$ cat src/rtl/tt_proj_mux_ctrl.sv
// Chip-side multi-project mux controller: decodes inc/rst select pads into an address and
// drives a one-hot project enable after a settle period. Option: TT_MUX_OUT_REG_EN registers pad outputs.
module tt_proj_mux_ctrl #(
    parameter int unsigned N_PROJ     = 16,
    parameter int unsigned ADDR_W     = 4,
    parameter int unsigned SETTLE_CYC = 4
) (
    input  logic                 clk,
    input  logic                 rst,
    input  logic                 ctrl_inc,
    input  logic                 ctrl_rst,
    input  logic                 pad_rst_n,
    input  logic [7:0]           pad_ui_in,
    input  logic [7:0]           pad_uio_in,
    input  logic [N_PROJ*24-1:0] ow_bus,
    output logic [17:0]          iw,
    output logic [N_PROJ-1:0]    ena,
    output logic [7:0]           uo_out,
    output logic [7:0]           uio_out,
    output logic [7:0]           uio_oe,
    output logic [ADDR_W-1:0]    sel_addr,
    output logic                 active
);

    localparam int unsigned CNT_W = (SETTLE_CYC > 1) ? $clog2(SETTLE_CYC) : 1;
    localparam int unsigned IDX_W = (N_PROJ > 1) ? $clog2(N_PROJ) : 1;
    localparam logic [CNT_W-1:0] CNT_LOAD = CNT_W'(SETTLE_CYC - 1);

    typedef enum logic [1:0] {
        StIdle,
        StSettle,
        StActive
    } state_e;

    state_e state_q, state_d;
    logic [CNT_W-1:0]  cnt_q, cnt_d;
    logic [ADDR_W-1:0] addr_q, addr_d;
    logic [N_PROJ-1:0] ena_q, ena_d;
    logic [2:0]        inc_sync_q, rst_sync_q;
    logic              inc_edge, rst_edge, sel_evt;
    logic              proj_rst_n;
    logic [23:0]       out_sel;
    logic [IDX_W-1:0]  out_idx;
    logic [23:0]       ow_slice [N_PROJ];

    function automatic logic in_range(input logic [ADDR_W-1:0] a);
        return 32'(a) < N_PROJ;
    endfunction

    // Bit 0/1 form the 2-FF synchronizer; bit 2 holds the previous level for edge detection.
    assign inc_edge = inc_sync_q[1] & ~inc_sync_q[2];
    assign rst_edge = rst_sync_q[1] & ~rst_sync_q[2];
    assign sel_evt  = inc_edge | rst_edge;

    always_comb begin
        state_d = state_q;
        cnt_d   = cnt_q;
        addr_d  = addr_q;
        ena_d   = '0;

        if (rst_edge) begin
            addr_d = '0;
        end else if (inc_edge) begin
            addr_d = addr_q + 1'b1;
        end

        unique case (state_q)
            StIdle: begin
                if (sel_evt) begin
                    state_d = StSettle;
                    cnt_d   = CNT_LOAD;
                end
            end
            StSettle: begin
                if (sel_evt) begin
                    cnt_d = CNT_LOAD;
                end else if (cnt_q == '0) begin
                    state_d = StActive;
                end else begin
                    cnt_d = cnt_q - 1'b1;
                end
            end
            StActive: begin
                if (sel_evt) begin
                    state_d = StSettle;
                    cnt_d   = CNT_LOAD;
                end
            end
            default: state_d = StIdle;
        endcase

        // Derived from next state so ena falls on the same edge a new select arrives.
        if (state_d == StActive && in_range(addr_d)) begin
            ena_d[IDX_W'(addr_d)] = 1'b1;
        end
    end

    always_ff @(posedge clk or posedge rst) begin
        if (rst) begin
            inc_sync_q <= '0;
            rst_sync_q <= '0;
            state_q    <= StIdle;
            cnt_q      <= '0;
            addr_q     <= '0;
            ena_q      <= '0;
        end else begin
            inc_sync_q <= {inc_sync_q[1:0], ctrl_inc};
            rst_sync_q <= {rst_sync_q[1:0], ctrl_rst};
            state_q    <= state_d;
            cnt_q      <= cnt_d;
            addr_q     <= addr_d;
            ena_q      <= ena_d;
        end
    end

    assign active     = (state_q == StActive);
    assign sel_addr   = addr_q;
    assign ena        = ena_q;
    assign proj_rst_n = pad_rst_n & active;
    assign iw         = {pad_uio_in, pad_ui_in, proj_rst_n, clk};

    for (genvar p = 0; p < N_PROJ; p++) begin : g_slice
        assign ow_slice[p] = ow_bus[24*p +: 24];
    end

    assign out_idx = in_range(addr_q) ? IDX_W'(addr_q) : '0;
    assign out_sel = (active && in_range(addr_q)) ? ow_slice[out_idx] : 24'h0;

`ifdef TT_MUX_OUT_REG_EN
    logic [23:0] out_q;

    always_ff @(posedge clk or posedge rst) begin
        if (rst) begin
            out_q <= '0;
        end else begin
            out_q <= out_sel;
        end
    end

    assign {uio_oe, uio_out, uo_out} = out_q;
`else
    assign {uio_oe, uio_out, uo_out} = out_sel;
`endif

endmodule

$ cat config.mk
export PLATFORM = sky130hd
export DESIGN_NAME = tt_proj_mux_ctrl
export DESIGN_NICKNAME = d
export VERILOG_FILES = /design/src/rtl/tt_proj_mux_ctrl.sv
export SDC_FILE = /design/constraint.sdc
export NUM_CORES = 1
export LEC_CHECK = 0
export BUFFER_PORTS_ARGS = -buffer_cell sky130_fd_sc_hd__buf_2
export CAP_MARGIN = 0
export CORE_AREA = 2 2 184 186
export DETAILED_ROUTE_END_ITERATION = 6
export DIE_AREA = 0 0 186 188
export PLACE_DENSITY = 0.5
export RECOVER_POWER = 100
export SYNTH_ARGS = -nofsm -noshare
export SYNTH_HDL_FRONTEND = slang
export SYNTH_SLANG_ARGS = --single-unit
$ cat constraint.sdc
create_clock -name clk -period 2.3 [get_ports clk]
set_input_delay 0.23 -clock clk [delete_from_list [all_inputs] [get_ports clk]]
set_output_delay 0.23 -clock clk [all_outputs]
set_load 0.1 [all_outputs]
After elaboration in Yosys (flattened, before gate mapping) --
Cells that the tools add are included.
Storage, ports and cells: ROM bits 0, input port bits 405, bits in writable memories 0, memories 0, flip-flop bits (word level) 30, latch bits 0, output and inout bits 63
Cells by class: reductions and logical operators 6, shift operators 0, muxes and demuxes 17, $mul 0, bitwise operators 7, equality and inequality tests 5, add/subtract/negate cells 2, div/mod/pow operators 0, $lt $le $gt $ge 3
Operators with widths (count):
- $bmux 24 s4 | 1
- $mux 24 | 3
- $mux 16 | 1
- $mux 2 | 6
- $mux 4 | 2
- $pmux 2 s2 | 2
- $ge 5x5->1 const B | 1
- $lt 4x5->1 const B | 1
- $not 4->5 | 1
- $add 4x1->4 const B | 1
- $demux 1 s4 | 1
- $eq 2x2->1 const B | 2
- $ge 4x1->1 const B | 1
- $logic_not 2->1 | 2
- $and 1x1->1 | 3
- $ne 3x3->1 const B | 1
- $reduce_and 3->1 | 1
- $eq 2x1->1 const B | 1
- $ne 2x1->1 const B | 1
- $not 1->1 | 2
- $reduce_bool 2->1 | 1
- $reduce_or 2->1 | 1
- $sub 2x1->2 const B | 1
- $logic_and 1x1->1 | 1
- 2 further kinds | 2

Logic depth before layout (Yosys ltp) --
Gate-level depths: netlist (run 1).
depth after elaboration 9, gate-level depth with buffers 7, depth with buffers taken out 6

==> key figures, run 1 <==
Synth
  – Synth Instances: around 520
  – Synthesized flop and latch total: 30
  – Netlist cell types: 38
  – Avg Inst Size Synth: roughly 8.6 µm²
  – Synth top area share: between 40 and 50%
  – Sequential cell area fraction in the yosys report: 16.6%
  – Compound-Gate Fraction of Synth Area: between 20 and 25%
  – Synth Area in Simple Gates: roughly a tenth
  – Net count after synthesis: between 900 and 1,000
  – Netlist Area Pre-Place: about 0.0045 mm²
  – Synth warn: 0
  – Post-synthesis xor/xnor area fraction: 0.967%
  – Synth Area in Adders: less than 1%
  – Dominant cell type by area after synthesis: mux2i_1
  – Mux contribution to synthesized area: between 40% and 50%
  – Largest cells by area after synthesis: mux2i_1 43%, dfrtp_1 17%, a22oi_1 16%
  – Largest family of logic cells by synthesized area: multiplexers

Critical path
  – Crit. End Element: output port
  – FF-to-FF Start: sel_addr[0]
  – Crit path arrival time: approximately 2.3 ns
  – Max FO, Critical Path: 23
  – Crit path kind: flip-flop to output port
  – Worst setup SP type: flip-flop
  – CP startpoint: sel_addr[0]
  – Worst EP required: 2.07 ns

Drt
  – Met3 routed WL: between 1.5 and 2 mm
  – TritonRoute pass-1 iters: 4
  – DRT met1 WL: ~12 mm
  – Max Used Layer: met5
  – Final Routed Wirelength: between 20 and 30 mm
  – Total number of vias: 5,896
  – DR DRC count: 0
  – Vias/cell: 4.21
  – Met2 wire length: approximately 12 mm
  – Routed length per placed instance: between 15 and 20 µm
  – Post-route ant nets: 0
  – DR iter-0 viols: around 240

Global route
  – GRT overflow: 0
  – First-pass GRT wire length: about 36 mm
  – Vias in the first global route: roughly 6,000
  – Overall global routing resource usage: 13.8%
  – Initial antenna violation count: 3
  – Largest net degree at the start of global routing: 35

Clock tree
  – Clk Latency, worst-skew pair: roughly 0.39 ns
  – CTS tree: done
  – CTS clk-pin slew, worst paths: 0.05 ns

Pwr
  – Combinational power share: a little under 70%
  – Clock group share of total power: around a fifth
  – Switching power: between 0.002 and 0.003 W
  – Switch share: a little under half
  – LEAKAGE: about 4 nW
  – Internal power: between 0.002 and 0.003 W
  – Seq pwr share: 12.2%
  – Power Total: between 0.005 and 0.006 W
  – Maximum vdd drop: 937 µV
  – Pwr/cell area: 627 mW/mm²

STA
  – Fin crit period: about 2.5 ns
  – Skew final: 0.00634 ns
  – PnR worst setup slack: -0.178 ns
  – Final Max Tran Viols: 0
  – Worst Max-Slew Pin Slew: approximately 1.2 ns
  – Slew headroom: between 15 and 20%
  – RSZ-0062 raised after global routing: true
  – Hold Slack: -0.00876 ns
  – Final Hold Viols: 19
  – Final worst-path cycle share: 108%
  – Setup violators final: 29
  – F_max: ~0.40 GHz

Floorplanning
  – Die height: roughly 190 µm
  – Die W: 186 µm
  – Die footprint: roughly 0.035 mm²
  – Number of placement rows: 67
  – Top-Level Pins: between 400 and 500
  – Initial Utilization: between 10% and 20%
  – Core Area: ~0.033 mm²

Layout
  – Area growth, synth to finish: 88.0%
  – Nets: 1,357
  – Layout cells sized above 1: ~56%
  – Commonest non-fill, non-tap cell in the layout: buf_2
  – Most frequent cells in the layout: 389 x buf_2, 193 x mux2i_1, 84 x a22oi_1
  – Final core occ: ~26%
  – # diodes: 0

Flow run
  – Max Cap Viol: 0

Min path
  – Class of the worst hold path: input pin to asynchronous set/reset pin

Outcome
  – Outcome: complete, but fails checks
  – Failing checks: negative hold slack, negative setup slack

Placed design
  – Routability cong.: 0.844
  – PortBufs: 435
  – HPWL after DPL: around 21 mm
## metrics by stage
| step | setup WS [ns] | instance area, µm² | TNS, ns | instances |
|---|---|---|---|---|
| 5_1_grt | -0.229 | 8520 | -5.78 | 1399 |
| 4_1_cts | -0.164 | 8370 | -2.51 | 1391 |
| 2_1_floorplan | -0.0150 | 4850 | -0.300 | 524 |
| 6_report | -0.178 | 8520 | -2.60 | 1399 |
| 3_3_place_gp | 0.221 | 7980 | 0 | 1373 |
| 3_5_place_dp | 0.211 | 7980 | 0 | 1373 |
## repair_timing
action,CTS,global route
endpoints found under the setup margin,24,24
resized for setup,19,14
buffers inserted,4,6
hold buffers,2,0
endpoints found under the hold margin,2,0
pin swaps,11,19
cloned,1,2
## cell usage after synthesis
master,instances
a21boi_0,1
buf_1,8
o211a_1,1
xnor2_1,2
mux2i_1,193
mux2_2,2
and3b_1,1
and2_1,1
nor4b_1,1
dfrtp_1,30
nor2_1,8
inv_1,6
a211oi_2,1
a22o_1,1
or4b_4,1
and3_1,2
clkbuf_1,18
buf_4,19
nor3_1,5
nor3_2,1
nand3_1,27
ha_1,2
a211oi_1,2
and4bb_2,1
nand3b_1,2
and2_0,1
o211ai_1,2
or2_2,1
a22oi_1,96
a21o_1,1
o2111ai_1,1
buf_2,25
nor2b_1,7
or2b_2,1
xor2_1,3
nand2_1,25
nand2b_1,1
o21ai_0,24
## registers in the layout (all words and copies together), names as in the netlist
| register | cells |
|---|---|
| state_q | 2 |
| sel_addr | 4 |
| ena | 16 |
| inc_sync_q | 3 |
| rst_sync_q | 3 |
| cnt_q | 2 |
## power by group through the flow
stage	clock network (W)	logic [W]	registers (W)
2_1_floorplan	0.000164	0.00214	0.000771
3_3_place_gp	0.000153	0.00329	0.000649
3_5_place_dp	0.000153	0.00332	0.000652
4_1_cts	0.00108	0.00349	0.000646
5_1_grt	0.00111	0.00389	0.000657
6_report	0.00106	0.00363	0.000652
## cells by family after synthesis
group	Yosys count
XOR/XNOR	5
AO/OA/AOI/OAI	130
multiplexers	195
flip-flops	30
adder cells (fa/ha/maj)	2
buffers and inverters	76
AND/OR/NAND/NOR	86
## area by class of cell
type / count / area, µm²
clock inverter: 2 / 12.5
tap: 448 / 561
clock buffer: 10 / 219
multi-input combinational: 418 / 3800
sequential: 30 / 758
timing repair buffer: 485 / 3150
inverter: 6 / 22.5
fill: 3632 / 24600
## layer usage
metal  vias to the layer above  track usage [%]
met1                      2741             18.8
met5                         -                0
met2                       281             22.5
met4                         6             2.60
met3                        29             2.58
li1                       2839                -
## path summary, 6_finish.rpt
check / to / slack, ns / depth (start not counted)
max reg2reg: ena[3] / -0.05 / 6
min: ena[3] / -0.009 / 2
max: uio_out[2] / -0.18 / 6
min in group clk: inc_sync_q[1] / 0.35 / 0
min reg2reg: inc_sync_q[1] / 0.35 / 0
max in group asynchronous: sel_addr[3] / 1.58 / 3
## worst max-delay path: stages, from the launching register on
cell	delay (ns)
dfrtp_4	0.56
buf_12	0.20
mux2i_1	0.15
a22oi_2	0.33
nand2_1	0.15
o21ai_4	0.25
buf_12	0.21
(Power assumes the default switching activity.)
==> run 2: changes to the inputs <==
--- a/config.mk
+++ b/config.mk
@@ -7,10 +7,13 @@
 export LEC_CHECK = 0
 export BUFFER_PORTS_ARGS = -buffer_cell sky130_fd_sc_hd__buf_2
 export CAP_MARGIN = 0
-export CORE_AREA = 2 2 184 186
+export CELL_PAD_IN_SITES_DETAIL_PLACEMENT = 0
+export CELL_PAD_IN_SITES_GLOBAL_PLACEMENT = 2
+export CORE_AREA = 2 2 182 184
+export CTS_CLUSTER_SIZE = 24
 export DETAILED_ROUTE_END_ITERATION = 6
-export DIE_AREA = 0 0 186 188
-export PLACE_DENSITY = 0.5
+export DIE_AREA = 0 0 184 186
+export PLACE_DENSITY = 0.81
 export RECOVER_POWER = 100
 export SYNTH_ARGS = -nofsm -noshare
 export SYNTH_HDL_FRONTEND = slang
==> run 2 against run 1 <==
Net effect: the flow finishes with violations (max-capacitance violations, max-slew violations, negative setup slack); clock-buffer cell count is 1 higher; maximum frequency is 1.8% higher; global-route usage grew 1.9 points; routed wire length is 8.7% higher; setup slack improved by 0.043 ns; worst hold slack better by 0.35 ns; register-to-register slack improved by 0.02 ns; cell count down 1.8%; sequential power down 3.1%; utilization is 2.2 points higher; cell area up 5.5%; clock skew is 0.00067 ns lower; largest power group unchanged.
==> key figures, run 2 (synthesized netlist as in run 1, its figures left out) <==
STA
  – Final Hold Viols: 0 (was 19)
  – Skew final: 0.00567 ns (was 0.00634 ns)
  – Hold Slack: 0.338 ns (was -0.00876 ns)
  – Slew headroom: -3.32% (was 17.5%)
  – Final Max Tran Viols: 31 (was 0)
  – Fin crit period: 2.43 ns (was 2.48 ns)
  – PnR worst setup slack: -0.135 ns (was -0.178 ns)
  – Setup violators final: 23 (was 29)
  – F_max: 0.411 GHz (was 0.404 GHz)
  – RSZ-0062 raised after global routing: true (unchanged)
  – Final worst-path cycle share: 106% (was 108%)
  – Worst Max-Slew Pin Slew: 1.55 ns (was 1.24 ns)

Global route
  – Largest net degree at the start of global routing: 31 (was 35)
  – GRT overflow: 0 (unchanged)
  – Initial antenna violation count: 2 (was 3)
  – Overall global routing resource usage: 15.6% (was 13.8%)
  – First-pass GRT wire length: 39.0 mm (was 35.7 mm)
  – Vias in the first global route: 5,989 (was 5,927)

Critical path
  – Crit path kind: flip-flop to output port (unchanged)
  – Worst setup SP type: flip-flop (unchanged)
  – Crit-path cells: buf_8, buf_16, buf_4, mux2i_1, a22oi_1, nand2_1, o21ai_4, buf_12 (was buf_12, mux2i_1, a22oi_2, nand2_1, o21ai_4, buf_12)
  – CP max-delay cell: dfrtp_4 (unchanged)
  – Crit path arrival time: 2.20 ns (was 2.25 ns)
  – Worst EP required: 2.07 ns (about the same)
  – Max FO, Critical Path: 6 (was 23)
  – Crit. End Element: output port (unchanged)
  – Worst path max stage delay: 0.51 ns (was 0.56 ns)

Drt
  – Post-route ant nets: 0 (unchanged)
  – Total number of vias: 6,038 (was 5,896)
  – Routed length per placed instance: 20.9 µm (was 18.9 µm)
  – Final Routed Wirelength: 28.7 mm (was 26.4 mm)
  – DR iter-0 viols: 256 (was 244)
  – Vias/cell: 4.39 (was 4.21)
  – DR DRC count: 0 (unchanged)
  – TritonRoute pass-1 iters: 4 (unchanged)

Placed design
  – PortBufs: 435 (unchanged)
  – Routability cong.: 0.806 (was 0.844)
  – HPWL after DPL: 22.7 mm (was 21.4 mm)
  – Worst slack, placed: -0.00157 ns (was 0.211 ns)

Layout
  – Nets: 1,370 (was 1,357)
  – Commonest non-fill, non-tap cell in the layout: buf_2 (unchanged)
  – Area growth, synth to finish: 98.3% (was 88.0%)
  – Max reg flops: 16 (unchanged)
  – Layout cells sized above 1: 62.6% (was 56.5%)
  – Most frequent cells in the layout: 388 x buf_2, 171 x mux2i_1, 70 x a22oi_1 (was 389 x buf_2, 193 x mux2i_1, 84 x a22oi_1)

Outcome
  – Failing checks: max-capacitance violations, max-slew violations, negative setup slack (was negative hold slack, negative setup slack)
  – Outcome: complete, but fails checks (unchanged)

Floorplanning
  – Die height: 186 µm (was 188 µm)
  – Top-Level Pins: 468 (unchanged)
  – Die W: 184 µm (was 186 µm)
  – Initial Utilization: 14.1% (was 13.7%)
  – Number of placement rows: 66 (was 67)
  – Core Area: 0.0322 mm² (was 0.0331 mm²)
  – Die footprint: 0.0342 mm² (was 0.0350 mm²)

Flow run
  – Max Cap Viol: 1 (was 0)

Pwr
  – LEAKAGE: 4.12 nW (was 4.01 nW)
  – Pwr/cell area: 648 mW/mm² (was 627 mW/mm²)
  – Maximum vdd drop: 1170 µV (was 937 µV)

Min path
  – Class of the worst hold path: flip-flop to flip-flop (was input pin to asynchronous set/reset pin)

Clock tree
  – Clk Latency, worst-skew pair: 0.39 ns (about the same)
  – CTS clk-pin slew, worst paths: 0.05 ns (about the same)
  – CTS tree: done (unchanged)
==> run 2: worst paths after layout <==
check / from / slack, ns / cells after the start / end
min in group asynchronous: rst / 0.93 / 4 / cnt_q[0]
max: sel_addr[0] / -0.13 / 8 / uio_out[5]
min: inc_sync_q[0] / 0.34 / 0 / inc_sync_q[1]
max reg2reg: sel_addr[0] / -0.03 / 7 / ena[3]
min reg2reg: inc_sync_q[0] / 0.34 / 0 / inc_sync_q[1]
max in group asynchronous: rst / 0.28 / 4 / sel_addr[0]
==> run 2: critical path: cells and delay by family (launching register included) <==
kind / cells / cell delay [ns]
buffers and inverters: 4 / 0.65
DFF: 1 / 0.51
AOI/OAI and AO/OA: 2 / 0.38
muxes: 1 / 0.13
and+or+nand+nor: 1 / 0.13
==> run 2: layout make-up <==
type                    count  area, µm²
fillers                  3458      23200
multi-input cells         419       4060
repair buffers            497       3400
flip-flops and latches     30        758
well taps                 408        510
clock buffers              11        223
inverters                   6       22.5
clock inverters             1       5.00
diodes                      2       5.00
==> run 2: metrics by stage <==
step | cell area [µm²] | cells | power [W] | setup TNS, ns | util [%]
2_1_floorplan | 4850 | 524 | 0.00307 | -0.300 | -
3_3_place_gp | 7990 | 1336 | 0.00430 | -0.0358 | 24.8
3_5_place_dp | 7990 | 1336 | 0.00431 | -0.00157 | 24.8
4_1_cts | 8910 | 1369 | 0.00585 | -2.63 | 27.7
5_1_grt | 8980 | 1372 | 0.00616 | -4.74 | 27.9
6_report | 8990 | 1374 | 0.00583 | -1.93 | 27.9
==> run 2: routing by layer <==
metal | share of wire (%) | vias to the layer above | track usage, %
met5 | 0 | - | 0
met4 | 0.60 | 0 | 1.98
met3 | 6.8 | 14 | 2.88
met2 | 47 | 286 | 25.6
met1 | 46 | 2855 | 21.9
li1 | - | 2883 | -
==> run 2: where the power goes <==
group	switching, W	total, W	internal [W]
registers	0.0000485	0.000632	0.000583
clock network	0.000390	0.00105	0.000660
logic	0.00228	0.00414	0.00186
==> run 2: timing repair <==
action,in CTS,in global routing
gates cloned,6,1
hold buffers,3,0
buffers inserted,13,3
endpoints found under the hold margin,32,0
pin swaps,61,34
gates resized for setup,98,21
endpoints found under the setup margin,24,33
